$ cat src/rtl/txn_pkg.sv
`default_nettype none
// ============================================================================
//  Module      : txn_pkg
//  Description : Shared encodings for the transaction sequencing controller:
//                state codes (also shown on the HEX display), datapath
//                process codes and reject-reason codes.
//  Revision    : 1.0 - initial release
// ============================================================================
package txn_pkg;

   typedef enum logic [3:0] {
      ST_IDLE         = 4'd0,
      ST_CLEAR        = 4'd1,
      ST_LOAD_MEM     = 4'd2,
      ST_GET_PLAYER   = 4'd3,
      ST_GET_AMOUNT   = 4'd4,
      ST_CHECK_AMOUNT = 4'd5,
      ST_GET_KEY      = 4'd6,
      ST_CHECK_KEY    = 4'd7,
      ST_COMMIT       = 4'd8,
      ST_DONE         = 4'd9,
      ST_REJECT       = 4'd10
   } state_t;

   localparam logic [2:0] PROC_IDLE   = 3'b000;
   localparam logic [2:0] PROC_AMOUNT = 3'b001;
   localparam logic [2:0] PROC_KEY    = 3'b010;
   localparam logic [2:0] PROC_COMMIT = 3'b011;

   localparam logic [1:0] RSN_NONE    = 2'b00;
   localparam logic [1:0] RSN_FUNDS   = 2'b01;
   localparam logic [1:0] RSN_TIMEOUT = 2'b10;
   localparam logic [1:0] RSN_CANCEL  = 2'b11;

   // A transaction is in flight everywhere except the rest states.
   function automatic logic is_busy(input state_t s);
      return !((s == ST_IDLE) || (s == ST_DONE) || (s == ST_REJECT));
   endfunction

   function automatic logic [2:0] proc_code(input state_t s);
      case (s)
         ST_CHECK_AMOUNT: return PROC_AMOUNT;
         ST_CHECK_KEY:    return PROC_KEY;
         ST_COMMIT:       return PROC_COMMIT;
         default:         return PROC_IDLE;
      endcase
   endfunction

endpackage
`default_nettype wire

$ cat src/rtl/step_timer.sv
`default_nettype none
// ============================================================================
//  Module      : step_timer
//  Description : Wait counter with synchronous clear and count enable.
//                'expired' is high while the count equals 'limit'.
//  Ports       : clock, reset (async, active-high), clear, enable,
//                limit[TIMER_W-1:0], expired
//  Revision    : 1.0 - initial release
// ============================================================================
module step_timer #(
   parameter int TIMER_W = 8
) (
   input  logic               clock,
   input  logic               reset,
   input  logic               clear,
   input  logic               enable,
   input  logic [TIMER_W-1:0] limit,
   output logic               expired
);

   logic [TIMER_W-1:0] count_q;
   logic [TIMER_W-1:0] count_d;

   always_comb begin
      count_d = count_q;
      if (clear) begin
         count_d = '0;
      end else if (enable) begin
         count_d = count_q + TIMER_W'(1);
      end
   end

   always_ff @(posedge clock or posedge reset) begin
      if (reset) begin
         count_q <= '0;
      end else begin
         count_q <= count_d;
      end
   end

   assign expired = (count_q == limit);

endmodule
`default_nettype wire

$ cat src/rtl/transaction_control.sv
`default_nettype none
// ============================================================================
//  Module      : transaction_control
//  Description : Sequencing controller for the ledger transaction datapath.
//                Walks one transaction through clear, record load, player /
//                amount / key entry, timed amount and key checks and commit.
//  Ports       : clock, reset (async, active-high)
//                in : start, enter, cancel, done_step
//                out: dp_resetn, load_register, load_player, load_amount,
//                     load_key, process[2:0], write_en, busy, accepted,
//                     rejected, reason[1:0], state_out[3:0]
//  Revision    : 1.0 - initial release
// ============================================================================
module transaction_control
   import txn_pkg::*;
#(
   parameter int AMOUNT_WAIT = 4,
   parameter int KEY_TIMEOUT = 64,
   parameter int TIMER_W     = 8
) (
   input  logic       clock,
   input  logic       reset,
   input  logic       start,
   input  logic       enter,
   input  logic       cancel,
   input  logic       done_step,
   output logic       dp_resetn,
   output logic       load_register,
   output logic       load_player,
   output logic       load_amount,
   output logic       load_key,
   output logic [2:0] process,
   output logic       write_en,
   output logic       busy,
   output logic       accepted,
   output logic       rejected,
   output logic [1:0] reason,
   output logic [3:0] state_out
);

   localparam logic [TIMER_W-1:0] C_AMOUNT_LIMIT = TIMER_W'(AMOUNT_WAIT - 1);
   localparam logic [TIMER_W-1:0] C_KEY_LIMIT    = TIMER_W'(KEY_TIMEOUT - 1);
   // COMMIT lasts two cycles: counts 0 and 1.
   localparam logic [TIMER_W-1:0] C_COMMIT_LIMIT = TIMER_W'(1);

   state_t             state_q,     state_d;
   logic [1:0]         reason_q,    reason_d;
   logic               dp_resetn_q, dp_resetn_d;
   logic               load_reg_q,  load_reg_d;
   logic [2:0]         process_q,   process_d;
   logic               write_en_q,  write_en_d;
   logic               busy_q,      busy_d;
   logic               accepted_q,  accepted_d;
   logic               rejected_q,  rejected_d;

   logic [TIMER_W-1:0] w_limit;
   logic               w_timer_en;
   logic               w_timer_clr;
   logic               w_expired;

   // ------------------------------------------------------------------
   // Wait timer: one instance, limit selected by the current state.
   // ------------------------------------------------------------------
   always_comb begin
      w_limit    = C_COMMIT_LIMIT;
      w_timer_en = 1'b0;
      case (state_q)
         ST_CHECK_AMOUNT: begin w_limit = C_AMOUNT_LIMIT; w_timer_en = 1'b1; end
         ST_CHECK_KEY:    begin w_limit = C_KEY_LIMIT;    w_timer_en = 1'b1; end
         ST_COMMIT:       begin w_limit = C_COMMIT_LIMIT; w_timer_en = 1'b1; end
         default:         ;
      endcase
   end

   // Every state entry restarts the count from zero.
   assign w_timer_clr = (state_d != state_q);

   step_timer #(
      .TIMER_W (TIMER_W)
   ) u_step_timer (
      .clock   (clock),
      .reset   (reset),
      .clear   (w_timer_clr),
      .enable  (w_timer_en),
      .limit   (w_limit),
      .expired (w_expired)
   );

   // ------------------------------------------------------------------
   // Next-state and registered-output computation.
   // ------------------------------------------------------------------
   always_comb begin
      state_d  = state_q;
      reason_d = reason_q;
      case (state_q)
         ST_IDLE: begin
            if (start) state_d = ST_CLEAR;
         end
         ST_CLEAR:    state_d = ST_LOAD_MEM;
         ST_LOAD_MEM: state_d = ST_GET_PLAYER;
         ST_GET_PLAYER: begin
            if (cancel) begin
               state_d  = ST_REJECT;
               reason_d = RSN_CANCEL;
            end else if (enter) begin
               state_d = ST_GET_AMOUNT;
            end
         end
         ST_GET_AMOUNT: begin
            if (cancel) begin
               state_d  = ST_REJECT;
               reason_d = RSN_CANCEL;
            end else if (enter) begin
               state_d = ST_CHECK_AMOUNT;
            end
         end
         ST_CHECK_AMOUNT: begin
            // A pass on the final cycle still counts as a pass.
            if (done_step) begin
               state_d = ST_GET_KEY;
            end else if (w_expired) begin
               state_d  = ST_REJECT;
               reason_d = RSN_FUNDS;
            end
         end
         ST_GET_KEY: begin
            if (cancel) begin
               state_d  = ST_REJECT;
               reason_d = RSN_CANCEL;
            end else if (enter) begin
               state_d = ST_CHECK_KEY;
            end
         end
         ST_CHECK_KEY: begin
            if (done_step) begin
               state_d = ST_COMMIT;
            end else if (w_expired) begin
               state_d  = ST_REJECT;
               reason_d = RSN_TIMEOUT;
            end
         end
         ST_COMMIT: begin
            if (w_expired) state_d = ST_DONE;
         end
         ST_DONE, ST_REJECT: begin
            if (start) begin
               state_d  = ST_CLEAR;
               reason_d = RSN_NONE;
            end
         end
         default: state_d = ST_IDLE;
      endcase

      // Outputs follow the state being entered so they line up with it.
      dp_resetn_d = (state_d != ST_CLEAR);
      load_reg_d  = (state_d == ST_LOAD_MEM);
      process_d   = proc_code(state_d);
      busy_d      = is_busy(state_d);
      accepted_d  = (state_d == ST_DONE);
      rejected_d  = (state_d == ST_REJECT);
      // First COMMIT cycle arms the strobe for the second one.
      write_en_d  = (state_q == ST_COMMIT) && !w_expired;
   end

   always_ff @(posedge clock or posedge reset) begin
      if (reset) begin
         state_q     <= ST_IDLE;
         reason_q    <= RSN_NONE;
         dp_resetn_q <= 1'b0;
         load_reg_q  <= 1'b0;
         process_q   <= PROC_IDLE;
         write_en_q  <= 1'b0;
         busy_q      <= 1'b0;
         accepted_q  <= 1'b0;
         rejected_q  <= 1'b0;
      end else begin
         state_q     <= state_d;
         reason_q    <= reason_d;
         dp_resetn_q <= dp_resetn_d;
         load_reg_q  <= load_reg_d;
         process_q   <= process_d;
         write_en_q  <= write_en_d;
         busy_q      <= busy_d;
         accepted_q  <= accepted_d;
         rejected_q  <= rejected_d;
      end
   end

   // Load strobes fire in the same cycle as the confirming 'enter' so the
   // datapath captures the entry on the edge that advances the state.
   // 'cancel' takes priority and suppresses the load.
   assign load_player = (state_q == ST_GET_PLAYER) && enter && !cancel;
   assign load_amount = (state_q == ST_GET_AMOUNT) && enter && !cancel;
   assign load_key    = (state_q == ST_GET_KEY)    && enter && !cancel;

   assign dp_resetn     = dp_resetn_q;
   assign load_register = load_reg_q;
   assign process       = process_q;
   assign write_en      = write_en_q;
   assign busy          = busy_q;
   assign accepted      = accepted_q;
   assign rejected      = rejected_q;
   assign reason        = reason_q;
   assign state_out     = state_q;

endmodule
`default_nettype wire

$ cat config.mk
export PLATFORM = sky130hd
export DESIGN_NAME = transaction_control
export DESIGN_NICKNAME = d
export VERILOG_FILES = /design/src/rtl/txn_pkg.sv /design/src/rtl/step_timer.sv /design/src/rtl/transaction_control.sv
export SDC_FILE = /design/constraint.sdc
export NUM_CORES = 1
export LEC_CHECK = 0
export CAP_MARGIN = 20
export CORE_ASPECT_RATIO = 0.5
export CORE_MARGIN = 2
export CORE_UTILIZATION = 35
export CTS_BUF_LIST = sky130_fd_sc_hd__clkbuf_16
export DETAILED_ROUTE_END_ITERATION = 7
export PLACE_DENSITY = 0.66
export SLEW_MARGIN = 20
export SYNTH_ARGS = -nofsm -noshare
export SYNTH_HDL_FRONTEND = slang
export SYNTH_HIERARCHICAL = 1
export SYNTH_SLANG_ARGS = --single-unit
$ cat constraint.sdc
create_clock -name clock -period 8.25 [get_ports clock]
set_input_delay 1.2375 -clock clock [delete_from_list [all_inputs] [get_ports clock]]
set_output_delay 1.2375 -clock clock [all_outputs]
set_load 0.005 [all_outputs]
After elaboration in Yosys (flattened, before gate mapping)
Cells that the tools add are included.
{"block": "word_totals", "reg_bits": 23, "inputBits": 6}
{"block": "op_classes", "mux": 24, "eq_ne": 25, "addsub": 1, "reduce_logical": 21}
{"operator": "2-to-1 mux 4 bit", "n": 11}
{"operator": "one-hot mux 4 bit (9 select lines)", "n": 1}
{"operator": "equality test 4 x 3 -> 1 bit, second input constant", "n": 6}
{"operator": "equality test 4 bit, second input constant", "n": 6}
{"operator": "2-to-1 mux 8 bit", "n": 2}
{"operator": "equality test 4 x 2 -> 1 bit, second input constant", "n": 3}
{"operator": "2-to-1 mux 2 bit", "n": 6}
{"operator": "one-hot mux 6 bit (2 select lines)", "n": 1}
{"operator": "!= test 2 bit, second input constant", "n": 5}
{"operator": "OR reduction 3 bit", "n": 3}
{"operator": "adder 8 x 1 -> 8 bit, second input constant", "n": 1}
{"operator": "equality test 8 x 6 -> 1 bit", "n": 1}
{"operator": "zero test 4 bit", "n": 2}
{"operator": "one-hot mux 2 bit (4 select lines)", "n": 1}
{"operator": "logical AND 1 bit", "n": 7}
{"operator": "AND reduction 7 bit", "n": 1}
{"operator": "one-hot mux 2 bit (3 select lines)", "n": 1}
{"operator": "equality test 4 x 1 -> 1 bit, second input constant", "n": 1}
{"operator": "!= test 4 x 1 -> 1 bit, second input constant", "n": 1}
{"operator": "!= test 4 bit", "n": 1}
{"operator": "nonzero test 4 bit", "n": 1}
{"operator": "zero test 1 bit", "n": 3}
{"operator": "logical OR 1 bit", "n": 2}
{"operator": "!= test 2 x 1 -> 1 bit, second input constant", "n": 1}
{"operator": "other kinds (3)", "n": 3}

Longest topological paths before layout
Gate-level depths: netlist of run 1.
{"block": "depth", "depth_word": 10, "ltp_mapped": 17, "depth_no_buf": 14}

Hierarchy
Netlist of run 1, hierarchy kept.
{"mod": "transaction_control", "n_inst": 1, "cells_per_inst": 111, "seq_area_each_um2": 350.3, "area_per_inst_um2": 960.9}
{"mod": "step_timer", "n_inst": 1, "cells_per_inst": 50, "seq_area_each_um2": 200.2, "area_per_inst_um2": 478.0}

Least setup slack after synthesis of run 1
OpenSTA, ideal clock, no wires.
{"block": "synth_path", "path_type": "input to register", "startpoint": "in start", "endpoint": "reg u_step_timer.count_q[5]", "setup_time_ns": 0.077, "setup_slack_ns": 5.018, "required_time_ns": 8.173, "t_arrival_ns": 3.155, "cell_stages": 10, "path_cell_list": "or4b_1 -> a31oi_1 -> and4b_1 -> buf_6 -> xor2_1 -> o211ai_2 -> buf_4 -> o2111ai_2 -> or3_1 -> a21oi_1"}
{"block": "synth_via", "elab_chain_cells": 4, "word_cells_on_any_way": 5, "cone_classes": "eq/ne: 1; mux: 3; reduce/logical: 1"}
{"element": "start, declared", "line": "transaction_control.sv:23", "text": "input logic start,"}
{"element": "2-to-1 mux 4 bit (*)", "line": "transaction_control.sv:97, transaction_control.sv:146"}
{"element": "one-hot mux 4 bit (9 select lines) (*)", "line": "transaction_control.sv:95", "text": "case (state_q)"}
{"element": "!= test 4 bit (*)", "line": "transaction_control.sv:76", "text": "assign w_timer_clr = (state_d != state_q);"}
{"element": "via w_timer_clr", "line": "transaction_control.sv:58", "text": "logic w_timer_clr;"}
{"element": "2-to-1 mux 8 bit or nonzero test 2 bit (tied branches)"}
{"element": "end signal, assigned", "line": "step_timer.sv:37", "text": "count_q <= count_d;"}
{"element": "end, declared", "line": "step_timer.sv:21", "text": "logic [TIMER_W-1:0] count_q;"}
Mark *: on every way through the listed nets, which the timed path passes. The rest lies on a longest branch.
A chain may end at the register's enable or synchronous reset.

Worst setup path in the final report of run 1
{"block": "layout_path", "startpoint": "in cancel", "endpoint": "out load_amount"}
{"block": "layout_via", "elab_chain_cells": 2}
{"element": "start, declared", "line": "transaction_control.sv:25", "text": "input logic cancel,"}
{"element": "zero test 1 bit", "line": "transaction_control.sv:193", "text": "assign load_amount = (state_q == ST_GET_AMOUNT) && enter && !cancel;"}
{"element": "logical AND 1 bit", "line": "transaction_control.sv:193"}
{"element": "end, declared", "line": "transaction_control.sv:30", "text": "output logic load_amount,"}
No other way between the ends.

==> results.md, run 1 <==
| Quantity | Reported |
|:---|:---|
| Type of the worst setup path | in -> out |
| Maximum net fanout on the critical path | 6 |
| Fin nets | 184 |
| Post-synthesis area per instance | 8.94 µm² |
| Portion of total power attributed to sequential cells | 0.344 |
| Share of cells above drive strength 1 | 0.0514 |
| Required arrival time at the worst endpoint | 7010 ps |
| Final min period | 4180 ps |
| Clk root buf | sky130_fd_sc_hd__clkbuf_16 |
| Routability congestion estimate | 0.872 |
| Worst min-delay path category | reg -> reg |
| Result of the run | finished, final reports clean |
| Most used DFF post-synth | sky130_fd_sc_hd__dfrtp_1 |
| Net switching power figure | 192 µW |
| Post-route fraction of the period consumed by the critical path | 0.507 |
| Per-cell routed wire length | 13.2 µm |
| Category of the worst setup path launch point | primary input |
| DP Area | 0.00165 mm² |
| Remaining design rule violation count | 0 |
| Top-level I/O count | 24 |
| Fill cells | 391 |
| Endpoints failing hold | 0 |
| Startpoint of the worst hold path | reason[1]$_DFFE_PP0P_ |
| Peak supply drop | 0.000177 V |
| Overall overflow remaining after global route | 0 |
| Kind of end point of the critical path | primary output |
| CTS buffer count | 3 |
| Total area of multi-input combinational cells | 774 µm² |
| Number of slew-limit violations in the final report | 0 |
| Number of search-and-repair iterations in the first detailed-routing pass | 4 |
| Clock tree from TritonCTS | done |
| Global-route wire length before repair | 5.08 mm |
| Final setup viols | 0 |
| Area contributors post-synth | sky130_fd_sc_hd__dfrtp_1 (38%), sky130_fd_sc_hd__xnor2_1 (6.1%), sky130_fd_sc_hd__nor2_1 (4.7%), sky130_fd_sc_hd__a21oi_1 (3.1%), sky130_fd_sc_hd__xor2_1 (3.0%) |
| Die ar. | 0.00467 mm² |
| DRT Wirelength | 3.02 mm |
| Setup total negative slack | 0 ps |
| Per-cell via count in the routed design | 5.32 |
| Die boundary height | 49.3 µm |
| Arrival time of the worst setup path | 2950 ps |
| Fraction of power consumed by the clock network | 0.197 |
| Switching share of power | 0.386 |
| H-tree Lvls | 1 |
| Internal power of the cells | 306 µW |
| Ratio of total power to cell area | 289 mW/mm² |
| Placed wire-length estimate | 2.26 mm |
| Core Footprint | 0.00392 mm² |
| Initial detailed-routing violation count | 32 |
| Critical register-to-register path startpoint | state_out[0]$_DFF_PP0_ |
| Worst Tran Pin Value | 781 ps |
| Relative contribution of combinational cells to total power | 0.459 |
| Launch point of the critical path | cancel |
| Port-buffer cells | 22 |
| Initial antenna violation count | 0 |
| Distinct cells, synth | 46 |
| Vias | 1219 |
| Most frequent cells after synthesis | sky130_fd_sc_hd__dfrtp_1 (22), sky130_fd_sc_hd__nor2_1 (18), sky130_fd_sc_hd__inv_1 (10), sky130_fd_sc_hd__xnor2_1 (10), sky130_fd_sc_hd__a21oi_1 (9) |
| Synthesis-to-layout area growth | 19.9% |
| Number of flops mapped to enable cells by yosys | 0 |
| Clock-pin slew on the worst setup and hold paths | 50 ps |
| Fraction of registers with async set/reset | 1.00 |
| Dominant cell type by area after synthesis | sky130_fd_sc_hd__dfrtp_1 |
| Resize count post-CTS | 0 |
| Static Leak | 0.706 nW |
| Most repeated cell in the gate-level netlist after synthesis | sky130_fd_sc_hd__dfrtp_1 |
| Setup Skew | 2.46 ps |
| Tot GR Track Use | 0.136 |
| Max Clk Rate | 0.239 GHz |
| Vias in the first global route | 1093 |
| Total area of sequential cells | 551 µm² |
| Number of cell rows | 16 |
| Largest net degree at the start of global routing | 22 |
| Post-route antenna net violation count | 0 |
| Part of the Yosys area used for sequential elements | 0.383 |
| CTS Hold Buffers Added | 0 |
| Warnings, synthesis | 6 |
| Worst rel slew slack | 0.472 |
| Flip-flop and latch count after synthesis | 22 |
| Setup fix buffers added after clock tree synthesis | 0 |
| Cell Area, Synth | 0.00144 mm² |
| Maximum buffer depth of the clock tree | 2 |
| Source-to-sink clock delay at the later pin of the worst-skew pair | 250 ps |
| Non-Filler Cell Area, Final | 0.00173 mm² |
| Final antenna diode count | 0 |
| Synthesized instance count | 161 |
| Sink count of the clock tree | 22 |
| Width of the die | 94.7 µm |
| Count of maximum capacitance violations | 0 |
| Starting Density | 0.367 |
| Unrepaired setup endpoints after global routing | no |
| Area fraction of the dominant cell type after synthesis | 0.383 |
## critical path, stage by stage
cell	delay (ps)
sky130_fd_sc_hd__clkdlybuf4s50_1	480
sky130_fd_sc_hd__nand2b_1	240
sky130_fd_sc_hd__or3_1	370
sky130_fd_sc_hd__nor2_1	100
sky130_fd_sc_hd__clkdlybuf4s50_1	510
## layer usage
layer  vias up  GRT usage  share of wire
met5         -          0              0
li1        590          -              -
met2        25      0.229           0.48
met4         0     0.0145         0.0033
met1       602      0.181           0.48
met3         2     0.0371          0.036
## logic make-up after synthesis
| logic type | after synthesis | synth area share |
|---|---|---|
| AND/OR/NAND/NOR | 60 | 0.226 |
| AO/OA/AOI/OAI | 34 | 0.172 |
| buffers and inverters | 23 | 0.0843 |
| flip-flops | 22 | 0.383 |
| XOR/XNOR | 15 | 0.0913 |
| multiplexers | 4 | 0.0296 |
| other | 2 | 0.00522 |
| adder cells (fa/ha/maj) | 1 | 0.00869 |
## cell type report
type	instances	share of cell area
multi-input cells	118	0.449
inverters	10	0.0218
flip-flops and latches	22	0.319
clock buffers	3	0.0435
well taps	54	0.0392
repair buffers	22	0.128
## registers in the layout, indices dropped and copies added (netlist names)
| signal | count |
|---|---|
| state_out | 4 |
| busy | 1 |
| rejected | 1 |
| dp_resetn | 1 |
| u_step_timer/count_q | 8 |
| load_register | 1 |
| write_en | 1 |
| accepted | 1 |
| process | 2 |
| reason | 2 |
## worst paths after layout
check / end / slack, ps / cells after the start
setup / recovery: load_amount / 4070 / 5
hold / removal: reason[1]$_DFFE_PP0P_ / 510 / 1
setup reg to reg: u_step_timer/count_q[5]$_DFFE_PP0P_ / 4280 / 13
hold reg to reg: reason[1]$_DFFE_PP0P_ / 510 / 1
max in group asynchronous: state_out[0]$_DFF_PP0_ / 6560 / 2
min in group asynchronous: u_step_timer/count_q[2]$_DFFE_PP0P_ / 1270 / 2
## through the flow
step	cells	setup slack (ps)	utilization	power [mW]	hold slack (ps)
detailed placement	226	4060	0.421	0.400	511
CTS	229	4050	0.440	0.503	521
finish	229	4070	0.440	0.498	510
global route	229	3920	0.440	0.535	547
global placement	226	4090	0.421	0.399	503
floorplan	163	5020	-	0.350	505
## power by group through the flow
stage	sequential, mW	clock (mW)	combinational (mW)
after global routing	0.176	0.107	0.253
final	0.172	0.0981	0.228
after CTS	0.170	0.102	0.230
after detailed placement	0.172	0	0.228
after floorplan	0.147	0	0.203
after global placement	0.171	0	0.227
## cells in the final DEF, fill, tap and decap left out, drive strengths merged, types with 2 or more instances in the layout
| master | netlist | layout |
|---|---|---|
| inv | 10 | 10 |
| dfrtp | 22 | 22 |
| xnor2 | 10 | 10 |
| nand3 | 3 | 3 |
| conb | 2 | 4 |
| nand2b | 4 | 4 |
| nor2 | 18 | 18 |
| o2bb2ai | 2 | 2 |
| xor2 | 5 | 5 |
| a21o | 2 | 2 |
| a32oi | 2 | 2 |
| clkbuf | 2 | 3 |
| nand4 | 6 | 6 |
| and3 | 4 | 4 |
| mux2i | 2 | 2 |
| a31oi | 2 | 2 |
| nor2b | 3 | 3 |
| nor4b | 2 | 2 |
| o21ai | 7 | 7 |
| or3 | 4 | 4 |
| a211oi | 2 | 2 |
| nand2 | 7 | 7 |
| nand3b | 2 | 2 |
| mux2 | 2 | 2 |
| clkdlybuf4s50 | 0 | 22 |
| a21oi | 9 | 9 |
Power figures use the tool's default switching activity.
==> run 2: changes to the inputs <==
- PLACE_DENSITY: 0.66 -> 0.69
- clock period: 8.25 -> 3.8 ns (I/O delays scaled with it)
==> run 2 against run 1 <==
  * Design area increased by 2.5%
  * Non-clock buffer count is 5 higher
  * Via count up 3.3%
  * Worst setup slack lost 3700 ps
  * First-iteration DRC count is 100% higher
  * Die area unchanged
  * Final cell count increased by 2.6%
  * Critical path type is now reg -> reg
  * Largest power group unchanged
  * Highest routed layer unchanged
==> results.md, run 2 (same netlist as run 1, synthesis figures left out) <==
| Quantity | Reported | Delta |
|:---|:---|:---|
| Max Clk Rate | 0.288 GHz |  |
| Core Footprint | 0.00392 mm² | unchanged |
| DP Area | 0.00169 mm² | +2.3% |
| Vias | 1259 | +3.3% |
| Worst rel slew slack | 0.625 | +0.153 |
| Die boundary height | 49.3 µm | unchanged |
| Top-level I/O count | 24 | unchanged |
| Overall overflow remaining after global route | 0 | unchanged |
| Fin nets | 189 | +2.7% |
| Critical path depth | 13 | +8 |
| Flop-to-flop setup slack | 320 ps | -3960 ps |
| Cell family with the largest share of critical-path delay | simple AND/OR/NAND/NOR gates |  |
| Post-route antenna net violation count | 0 | unchanged |
| Sink count of the clock tree | 22 | unchanged |
| Terminus of the critical flop-to-flop path | u_step_timer/count_q[5]$_DFFE_PP0P_ |  |
| Maximum buffer depth of the clock tree | 2 | unchanged |
| Count of cells along the worst hold path | 1 | unchanged |
| Critical register-to-register path startpoint | state_out[3]$_DFF_PP0_ |  |
| End point of the most critical hold path | reason[1]$_DFFE_PP0P_ |  |
| Setup total negative slack | 0 ps | unchanged |
| Arrival time of the worst setup path | 3660 ps | +710 ps |
| Biggest cell delay along the critical path | 540 ps | +30 ps |
| Endpoints failing hold | 0 | unchanged |
| Post-Layout Cell Count | 235 | +2.6% |
| Largest net degree at the start of global routing | 19 | -14% |
| Count of maximum capacitance violations | 0 | unchanged |
| Final-layout worst hold slack | 507 ps | -2.85 ps |
| Non-Filler Cell Area, Final | 0.00177 mm² | +2.5% |
| Global-route wire length before repair | 5.66 mm | +12% |
| Startpoint of the worst hold path | reason[1]$_DFFE_PP0P_ |  |
| Top library cells by usage in the layout, fill and taps aside | sky130_fd_sc_hd__dfrtp_1 (22), sky130_fd_sc_hd__clkdlybuf4s50_1 (22), sky130_fd_sc_hd__nor2_1 (17), sky130_fd_sc_hd__inv_1 (10), sky130_fd_sc_hd__xnor2_1 (10) |  |
| Resize count post-CTS | 0 | unchanged |
| Placed wire-length estimate | 2.43 mm | +7.8% |
| Cell with the biggest individual delay on the critical path | sky130_fd_sc_hd__dfrtp_1 |  |
| Worst min-delay path category | reg -> reg |  |
| Number of cell rows | 16 | unchanged |
| Port-buffer cells | 22 | unchanged |
| Worst Tran Pin Value | 561 ps | -219 ps |
| H-tree Lvls | 1 | unchanged |
| Worst-path cell chain | nand2b_1 -> nor2_2 -> xnor2_1 -> nand4_1 -> nor2_1 -> nor2_1 -> a32oi_1 -> and4b_1 -> xor2_1 -> o211ai_2 -> o2111ai_2 -> or3_1 -> a21oi_1 |  |
| Setup fix buffers added after clock tree synthesis | 0 | unchanged |
| Static Leak | 0.733 nW | +3.7% |
| Vias in the first global route | 1204 | +10% |
| Tot GR Track Use | 0.157 | +0.0205 |
| Switching share of power | 0.393 | +0.00660 |
| Unrepaired setup endpoints after global routing | no |  |
| PnR Total Power | 1.15 mW | +130% |
| Final min period | 3480 ps |  |
| Width of the die | 94.7 µm | unchanged |
| CTS buffer count | 3 | unchanged |
| Register bank with the most flops | u_step_timer/count_q |  |
| Net switching power figure | 453 µW | +140% |
| Peak supply drop | 0.000361 V | +100% |
| DRT Wirelength | 3.42 mm | +13% |
| CP dominant cell by count | sky130_fd_sc_hd__nor2_1 |  |
| Routability congestion estimate | 0.930 | +6.7% |
| Clock tree from TritonCTS | done |  |
| Synthesis-to-layout area growth | 23.0% |  |
| Flip-flop count of the largest register, all copies and words added | 8 | unchanged |
| Per-cell via count in the routed design | 5.36 | +0.64% |
| Initial antenna violation count | 0 | unchanged |
| Clk root buf | sky130_fd_sc_hd__clkbuf_16 |  |
| Share of cells above drive strength 1 | 0.0829 | +0.0314 |
| Internal power of the cells | 700 µW | +130% |
| Number of search-and-repair iterations in the first detailed-routing pass | 5 | +1 |
| Per-cell routed wire length | 14.5 µm | +10% |
| Relative contribution of combinational cells to total power | 0.524 | +0.065 |
| CTS Hold Buffers Added | 0 | unchanged |
| Clock-pin slew on the worst setup and hold paths | 60 ps | about the same |
| Inst Count DP | 231 | +2.2% |
| Ratio of total power to cell area | 652 mW/mm² | +130% |
| Die ar. | 0.00467 mm² | unchanged |
| Number of cells on the worst reg-to-reg path | 13 | unchanged |
| Initial detailed-routing violation count | 65 | +100% |
| Source-to-sink clock delay at the later pin of the worst-skew pair | 260 ps | about the same |
| Maximum net fanout on the critical path | 17 | +11 |
| Number of slew-limit violations in the final report | 0 | unchanged |
| Category of the worst setup path launch point | flip-flop |  |
| Result of the run | finished, final reports clean |  |
| Starting Density | 0.367 | unchanged |
| Type of the worst setup path | reg -> reg |  |
| Setup Skew | 2.78 ps | +0.329 ps |
| Post-route fraction of the period consumed by the critical path | 0.915 |  |
| Final setup viols | 0 | unchanged |
| Required arrival time at the worst endpoint | 3990 ps | -3020 ps |
| Final antenna diode count | 0 | unchanged |
| Fraction of power consumed by the clock network | 0.195 | -0.002 |
| Total buffers and inverters traversed by the critical path | 0 | -2 |
| Remaining design rule violation count | 0 | unchanged |
| Kind of end point of the critical path | flip-flop |  |
| Portion of total power attributed to sequential cells | 0.281 | -0.063 |
==> run 2: area by class of cell <==
type	count	area, µm²
flip-flops and latches	22	551
fillers	404	2150
inverters	10	37.5
clock buffers	3	75.1
repair buffers	27	258
multi-input cells	118	777
well taps	54	67.6
clock inverters	1	3.75
==> run 2: per-stage QoR <==
step,util,setup WS [ps]
after floorplan,-,804
after global placement,0.430,425
after detailed placement,0.430,271
after CTS,0.450,263
after global routing,0.451,7.92
final,0.451,323
==> run 2: power by group through the flow <==
stage	clock [mW]	combinational, mW	sequential [mW]
finish	0.225	0.604	0.324
global route	0.244	0.662	0.331
global placement	0	0.586	0.324
floorplan	0	0.442	0.318
CTS	0.229	0.599	0.323
detailed placement	0	0.590	0.327
==> run 2: per-layer routing <==
| metal | routed length, µm | track usage | up-vias |
|---|---|---|---|
| li1 | - | - | 601 |
| met1 | 1420 | 0.196 | 595 |
| met2 | 1680 | 0.270 | 59 |
| met3 | 290 | 0.0448 | 4 |
| met4 | 21 | 0.0338 | 0 |
| met5 | 0 | 0 | - |
==> run 2: worst max-delay path by stage <==
stage / startpoint / end / slack [ps]
2_1_floorplan: state_out[0]$_DFF_PP0_ / u_step_timer/count_q[5]$_DFFE_PP0P_ / 800
3_3_place_gp: state_out[3]$_DFF_PP0_ / u_step_timer/count_q[7]$_DFFE_PP0P_ / 430
3_5_place_dp: state_out[3]$_DFF_PP0_ / u_step_timer/count_q[5]$_DFFE_PP0P_ / 270
4_1_cts: state_out[3]$_DFF_PP0_ / u_step_timer/count_q[5]$_DFFE_PP0P_ / 260
5_1_grt: state_out[3]$_DFF_PP0_ / u_step_timer/count_q[7]$_DFFE_PP0P_ / 8
6_report: state_out[3]$_DFF_PP0_ / u_step_timer/count_q[5]$_DFFE_PP0P_ / 320
==> run 3: changes to the inputs <==
--- a/config.mk
+++ b/config.mk
@@ -11,5 +11,5 @@
 export CORE_UTILIZATION = 35
-export CTS_BUF_LIST = sky130_fd_sc_hd__clkbuf_16
 export DETAILED_ROUTE_END_ITERATION = 7
 export PLACE_DENSITY = 0.69
+export SKIP_LAST_GASP = 1
 export SLEW_MARGIN = 20
==> constraint.sdc (replaced) <==
create_clock -name clock -period 3.8 [get_ports clock]
set_input_delay 0.76 -clock clock [delete_from_list [all_inputs] [get_ports clock]]
set_output_delay 0.76 -clock clock [all_outputs]
set_load 0.005 [all_outputs]
==> run 3 against run 2 <==
  * Global-route usage fell by 0.71 points
  * Hold slack better by 19 ps
  * Sequential power hardly changed
  * Total power fell by 8.1%
  * Sequential share of layout area rose by 0.67 points
  * Via count decreased by 2.4%
  * Fmax up 0.40%
  * Non-clock buffer count is the same
  * Design area down 2.1%
  * Clock skew about the same
==> results.md, run 3 (same netlist as run 1, synthesis figures left out) <==
| Quantity | Reported | Delta |
|:---|:---|:---|
| Result of the run | finished, final reports clean |  |
| Worst min-delay path category | reg -> reg |  |
| Ratio of total power to cell area | 612 mW/mm² | -6.1% |
| Initial detailed-routing violation count | 37 | -43% |
| Global-route wire length before repair | 5.27 mm | -6.9% |
| Cell with the biggest individual delay on the critical path | sky130_fd_sc_hd__dfrtp_1 |  |
| Vias in the first global route | 1092 | -9.3% |
| Overall overflow remaining after global route | 0 | unchanged |
| Type of the worst setup path | reg -> reg |  |
| Width of the die | 94.7 µm | unchanged |
| Setup total negative slack | 0 ps | unchanged |
| Final min period | 3460 ps | -13.8 ps |
| Kind of end point of the critical path | flip-flop |  |
| Flip-flop count of the largest register, all copies and words added | 8 | unchanged |
| Worst rel slew slack | 0.639 | +0.0141 |
| Largest net degree at the start of global routing | 19 | unchanged |
| Top-level I/O count | 24 | unchanged |
| H-tree Lvls | 1 | unchanged |
| DRT Wirelength | 3.17 mm | -7.3% |
| Starting Density | 0.367 | unchanged |
| Die boundary height | 49.3 µm | unchanged |
| Maximum buffer depth of the clock tree | 2 | unchanged |
| Endpoints failing hold | 0 | unchanged |
| Max Clk Rate | 0.289 GHz | +0.40% |
| Total buffers and inverters traversed by the critical path | 0 | unchanged |
| Peak supply drop | 0.000361 V | about the same |
| Worst slack after detailed placement | 296 ps | +24.6 ps |
| Sink count of the clock tree | 22 | unchanged |
| Clk root buf | sky130_fd_sc_hd__clkbuf_8 |  |
| Maximum net fanout on the critical path | 17 | unchanged |
| Top library cells by usage in the layout, fill and taps aside | sky130_fd_sc_hd__dfrtp_1 (22), sky130_fd_sc_hd__clkdlybuf4s50_1 (22), sky130_fd_sc_hd__nor2_1 (17), sky130_fd_sc_hd__inv_1 (10), sky130_fd_sc_hd__xnor2_1 (10) |  |
| Per-cell routed wire length | 13.5 µm | -6.9% |
| Placed wire-length estimate | 2.37 mm | -2.5% |
| Post-route antenna net violation count | 0 | unchanged |
| Initial antenna violation count | 0 | unchanged |
| Port-buffer cells | 22 | unchanged |
| Post-route fraction of the period consumed by the critical path | 0.911 | -0.00363 |
| Required arrival time at the worst endpoint | 3990 ps | about the same |
| Number of slew-limit violations in the final report | 0 | unchanged |
| Biggest cell delay along the critical path | 550 ps | about the same |
| Clock tree from TritonCTS | done |  |
| Source-to-sink clock delay at the later pin of the worst-skew pair | 260 ps | about the same |
| Die ar. | 0.00467 mm² | unchanged |
| Tot GR Track Use | 0.150 | -0.00707 |
| Final setup viols | 0 | unchanged |
| Count of maximum capacitance violations | 0 | unchanged |
| Cell family with the largest share of critical-path delay | simple AND/OR/NAND/NOR gates |  |
| Final antenna diode count | 0 | unchanged |
| Setup fix buffers added after clock tree synthesis | 0 | unchanged |
| Number of search-and-repair iterations in the first detailed-routing pass | 4 | -1 |
| Final worst setup slack | 337 ps | +13.8 ps |
| Core Footprint | 0.00392 mm² | unchanged |
| Unrepaired setup endpoints after global routing | no |  |
| CP dominant cell by count | sky130_fd_sc_hd__nor2_1 |  |
| Remaining design rule violation count | 0 | unchanged |
| Per-cell via count in the routed design | 5.25 | -2.0% |
| Category of the worst setup path launch point | flip-flop |  |
| CTS Hold Buffers Added | 0 | unchanged |
| Routability congestion estimate | 0.926 | -0.51% |
| Static Leak | 0.716 nW | -2.3% |
| Clock-pin slew on the worst setup and hold paths | 80 ps | +20 ps |
| Worst-path cell chain | nand2b_1 -> nor2_2 -> xnor2_1 -> nand4_1 -> nor2_1 -> nor2_1 -> a32oi_1 -> and4b_1 -> xor2_1 -> o211ai_2 -> o2111ai_2 -> or3_1 -> a21oi_1 |  |
| Setup Skew | 3.16 ps | +0.374 ps |
| Register bank with the most flops | u_step_timer/count_q |  |
| Share of cells above drive strength 1 | 0.0833 | +0.000460 |
| Worst Tran Pin Value | 540 ps | -21.1 ps |
| Vias | 1229 | -2.4% |
| Synthesis-to-layout area growth | 20.3% |  |
| CTS buffer count | 3 | unchanged |
| Arrival time of the worst setup path | 3650 ps | about the same |
| Number of cell rows | 16 | unchanged |
| Fin nets | 189 | unchanged |
-- run 3: area by class of cell --
type	count	area [µm²]
repair buffers	27	258
multi-input cells	118	777
inverters	10	37.5
fillers	399	2190
flip-flops and latches	22	551
well taps	54	67.6
clock buffers	3	41.3
-- run 3: worst paths after layout --
check | slack (ps) | startpoint | cells after the start | to
worst max-delay path | 340 | state_out[3]$_DFF_PP0_ | 13 | u_step_timer/count_q[5]$_DFFE_PP0P_
worst max register to register | 340 | state_out[3]$_DFF_PP0_ | 13 | u_step_timer/count_q[5]$_DFFE_PP0P_
worst min register to register | 530 | reason[1]$_DFFE_PP0P_ | 1 | reason[1]$_DFFE_PP0P_
worst min-delay path | 530 | reason[1]$_DFFE_PP0P_ | 1 | reason[1]$_DFFE_PP0P_
min in group asynchronous | 790 | reset | 2 | u_step_timer/count_q[0]$_DFFE_PP0P_
max in group asynchronous | 2570 | reset | 2 | state_out[0]$_DFF_PP0_
-- run 3: power breakdown --
group / switching (mW) / internal, mW / total [mW]
logic: 0.318 / 0.275 / 0.593
registers: 0.0382 / 0.284 / 0.322
clock network: 0.0737 / 0.0708 / 0.145
-- run 3: metrics by stage --
step	cell area (µm²)	instances	hold WS, ps	power [mW]	utilization
2_1_floorplan	1450	163	505	0.760	-
3_5_place_dp	1690	231	513	0.913	0.430
6_report	1730	234	526	1.06	0.441
4_1_cts	1730	234	533	1.06	0.441
3_3_place_gp	1690	231	499	0.910	0.430
5_1_grt	1730	234	563	1.14	0.441
-- run 3: repair_timing --
action	in CTS	in global routing
resized for setup	0	1
endpoints found under the setup margin	0	3
hold endpoints to repair	0	0
-- run 3: layer usage --
metal / GRT usage / share of wire / wire [µm] / up-vias
li1: - / - / - / 599
met1: 0.203 / 0.46 / 1450 / 591
met2: 0.223 / 0.48 / 1510 / 35
met3: 0.0448 / 0.053 / 169 / 4
met4: 0.0580 / 0.014 / 43 / 0
met5: 0 / 0 / 0 / -
